<file path="config.mk">
export PLATFORM = sky130hd
export DESIGN_NAME = expect_table
export DESIGN_NICKNAME = d
export VERILOG_FILES = /design/src/rtl/store_checker_pkg.sv /design/src/rtl/store_checker_expect_table.sv
export SDC_FILE = /design/constraint.sdc
export NUM_CORES = 1
export LEC_CHECK = 0
export ABC_AREA = 1
export CAP_MARGIN = 30
export CORE_ASPECT_RATIO = 0.9
export CORE_MARGIN = 10
export CORE_UTILIZATION = 36
export DETAILED_ROUTE_END_ITERATION = 6
export PLACE_DENSITY = 0.65
export SETUP_SLACK_MARGIN = 0.4
export SLEW_MARGIN = 20
export SYNTH_ARGS = -nofsm -noshare
export SYNTH_HDL_FRONTEND = slang
export SYNTH_SLANG_ARGS = --single-unit
</file>
<file path="constraint.sdc">
create_clock -name clk -period 7.01 [get_ports clk]
set_input_delay 1.7525 -clock clk [delete_from_list [all_inputs] [get_ports clk]]
set_output_delay 1.7525 -clock clk [all_outputs]
set_load 0.01 [all_outputs]
</file>
<file path="src/rtl/store_checker_pkg.sv">
// store_checker_pkg: types and constants shared by the store checker and its
// expected-store table.
//   state_t   - checker FSM states
//   STATUS_*  - bit positions inside the one-hot status output
//   entry_t   - one expected store {adr, data}, ENTRY_XLEN bits per field
package store_checker_pkg;

    // Field width of a table entry; the top-level XLEN must equal this.
    localparam int ENTRY_XLEN = 32;

    typedef enum logic [2:0] {
        S_IDLE,
        S_RUN,
        S_PASS,
        S_FAIL,
        S_TIMEOUT
    } state_t;

    localparam int STATUS_PASS    = 0;
    localparam int STATUS_FAIL    = 1;
    localparam int STATUS_TIMEOUT = 2;

    typedef struct packed {
        logic [ENTRY_XLEN-1:0] adr;
        logic [ENTRY_XLEN-1:0] data;
    } entry_t;

endpackage

</file>
<file path="src/rtl/store_checker_expect_table.sv">
// expect_table: DEPTH-entry register file of expected stores.
// One synchronous write port, one asynchronous read port.
//   clk       in   clock
//   wr_en     in   write strobe
//   wr_idx    in   write index
//   wr_entry  in   entry to write
//   rd_idx    in   read index
//   rd_entry  out  entry at rd_idx (combinational)
module expect_table
    import store_checker_pkg::*;
#(
    parameter int DEPTH = 4,
    localparam int AW   = $clog2(DEPTH)
) (
    input  logic          clk,
    input  logic          wr_en,
    input  logic [AW-1:0] wr_idx,
    input  entry_t        wr_entry,
    input  logic [AW-1:0] rd_idx,
    output entry_t        rd_entry
);

    entry_t mem [DEPTH];

    // NOTE: the storage array has no reset; the checker's entry count decides
    // which entries are valid, so stale contents are never observed.
    always_ff @(posedge clk) begin
        if (wr_en) begin
            mem[wr_idx] <= wr_entry;
        end
    end

    assign rd_entry = mem[rd_idx];

endmodule

</file>
======== After elaboration in Yosys (flattened, before gate mapping) ========
Memories as Yosys holds them, arrays and structs flattened.
Index checks and enable logic that the tools add are counted.
word-level totals
  bits in registers ....................... 0
  RAM bits ................................ 256
  input bits .............................. 70
  output and inout port bits .............. 64
  word-level logic and storage cells ...... 3
  memories ................................ 1
memory list
  name  depth  width  read ports  clocked after Yosys merged registers in  write ports  RTL line                          text
  mem   4      64     1           0                                        1            store_checker_expect_table.sv:23  entry_t mem [DEPTH];
cells by class
  mux-type cells .......................... 2
operators with widths
  kind     number
  $mux W1  2

======== Depth between registers and ports, before layout ========
  word-level depth ........................ 2
  mapped depth ............................ 6
  mapped depth without buffers ............ 4

======== Least setup slack after synthesis ========
Ideal clock, no wire load.
  path type ............................... in2reg
  start point ............................. input wr_idx[0]
  end point ............................... memory mem[0][0] in the netlist's numbering, enable pin
  library setup time ...................... 0.565 ns
  arrival time ............................ 6.217 ns
  setup slack ............................. 0.228 ns
  stages on the path ...................... 1
  cells stage by stage .................... nor3_1
RTL lines
  item             RTL line                          text
  start, declared  store_checker_expect_table.sv:17  input logic [AW-1:0] wr_idx,
  end, declared    store_checker_expect_table.sv:23
No word-level cell before the write port.

==> reports/metrics.cfg <==
[placed_design]
dp_cells=1513
port_buffers=133
routabilityCongestion=0.757
dp_slack_ns=1.52
dp_hpwl_mm=13.8

[worst_setup_path]
cp_slowest_cell=inv_4
cp-end-kind=output pin
worst-path-buf-inv=4
crit_fanout=79
worst_setup_path_start_kind=input port
critPathArrivalTime_ns=3.76
critPathTopFamily=buffers and inverters
crit_type=in2out
slowest_delay_ns=0.59
setup.worst_path.start=rd_idx[0]
required_ns=5.26
worstPathCellList=buf_4 -> inv_4 -> buf_4 -> nand2_1 -> nand3_1 -> nand2_1 -> clkdlybuf4s50_1

[cts]
cts_tree=yes
cts_max_path_buffers=3
htreeDepth=1
post-cts-setup-buffers=0
clk_pin_slew_ns=0.06
ctsHoldBuffers=0
cts_resized=0
cts_buffers=28
cts_root_buf=clkbuf_16
cts.sinks=256

[timing]
relSlewSlack_pct=39.0
hold_viol=0
final_max_slew_viol_count=0
fin_ws_ns=1.50
rsz0062_at_grt=no
finalCriticalPeriod_ns=5.51
setup_tns_ns=0
fmax_ghz=0.181
holdWs_ns=1.86
period_share_pct=78.6
tightest_slew_ns=0.914
setup-violations-final=0

[die]
core_area_um2=29200
rows=59
io_pins=134
dieWidth_um=202
start_util_pct=36.9
fp.dieH_um=184
die-area_um2=37200

[route]
routedWlPerCell_um=15.0
drt_iter0_markers=386
vias_per_cell=4.33
drt-total-wl_mm=23.5
drcViolationCount=0
ant_nets=0
vias=6785
drtPass1Iterations=5

[synthesis]
yosys_warnings=0
postSynth.asyncResetShare_pct=0
yosys-top-cells-count=320 x nand2_1, 259 x inv_1, 256 x edfxtp_1
postSynthCellCount=1010
synth_top_area_cell=edfxtp_1
syn-mean-instance-area_um2=10.7
synthFlopType=edfxtp_1
synth_top_area_share_pct=71.4
ys_ff_latch=256
yosysUniqueCellTypes=10
synth_area_um2=10800
synth_area_leaders=edfxtp_1 71%, nand2_1 11%, inv_1 9.0%
yosysSeqAreaShare_pct=71.4
synth_edf_count=256
syn-num-nets=1080
synth_most_common_cell=nand2_1

[global_route]
grt_pass1_vias=6980
grt_antenna_before_repair=1
grt_use_total_pct=12.5
grt_pass1_wl_mm=37.5
overflow=0
grt_max_degree=80

[pwr]
swShare_pct=21.7
p_int_mw=2.73
clockPowerShare_pct=39.7
peakVddDrop_mv=0.185
p_leak_nw=5.86
p_sw_mw=0.758
combPwrFrac_pct=9.2
powerDensity_nw_per_um2=261
seq_power_share_pct=51.1

[final_layout]
top_register=mem
layout-drive-gt1-share_pct=5.13
largest_reg_flops=256
fillCellCount=2637
final_cells=1566
layout.nets=1217
syn_to_final_growth_pct=24.5
largestRegisters=mem x256

[hold_path]
min_path_type=in2reg
min-delay-start=wr_entry[5]

[run_status]
outcome=finished, final reports clean

[job]
drv_cap=0

[final timing paths]
path  cells past startpoint             endpoint
max                       7         rd_entry[19]
min                       1  mem[3][5]$_DFFE_PP_
[layout by cell type (no fill, tap or decap)]
| cell type | n |
|---|---|
| inv_4 | 1 |
| bufinv_16 | 2 |
| buf_4 | 17 |
| clkdlybuf4s50_1 | 131 |
| nand2_1 | 320 |
| nor3_4 | 4 |
| diode_2 | 1 |
| clkbuf_1 | 7 |
| clkinv_1 | 8 |
| edfxtp_1 | 256 |
| inv_1 | 259 |
| clkinv_2 | 3 |
| clkinvlp_4 | 2 |
| clkinv_4 | 1 |
| clkbuf_16 | 29 |
| inv_2 | 1 |
| nand3_1 | 128 |
[cell type report]
| type | count | area [µm²] | area share (%) |
|---|---|---|---|
| diodes | 1 | 2.50 | 0.0187 |
| clock buffers | 36 | 752 | 5.61 |
| clock inverters | 16 | 129 | 0.962 |
| inverters | 261 | 982 | 7.33 |
| multi-input cells | 452 | 1910 | 14.2 |
| flip-flops and latches | 256 | 7690 | 57.4 |
| well taps | 396 | 495 | 3.70 |
| repair buffers | 148 | 1440 | 10.7 |
[through the flow]
step / util (%) / power [mW] / cell area (µm²)
after floorplan: - / 1.97 / 10800
after global placement: 42.9 / 2.14 / 12500
after detailed placement: 42.9 / 2.14 / 12500
after CTS: 45.9 / 3.54 / 13400
after global routing: 45.9 / 3.64 / 13400
final: 45.9 / 3.49 / 13400
[power groups by stage]
stage          registers (mW)  clock network, mW  logic [mW]
2_1_floorplan            1.81                  0       0.156
3_3_place_gp             1.81                  0       0.325
3_5_place_dp             1.81                  0       0.329
4_1_cts                  1.78               1.43       0.331
5_1_grt                  1.79               1.49       0.361
6_report                 1.78               1.39       0.322
[kinds of logic (layout without fill, tap and decap cells)]
kind of cell | after synthesis | count (layout) | synth area share (%)
DFF | 256 | 256 | 71.4
buffers and inverters | 302 | 461 | 11.3
other | 0 | 1 | 0
and+or+nand+nor | 452 | 452 | 17.3
[routing by layer]
metal | track usage [%] | routed length (µm)
met1 | 15.1 | 10300
met5 | 0 | 0
met2 | 21.5 | 11200
met3 | 3.47 | 1530
met4 | 3.16 | 512
Note: power is estimated with default switching activity, not from simulation.
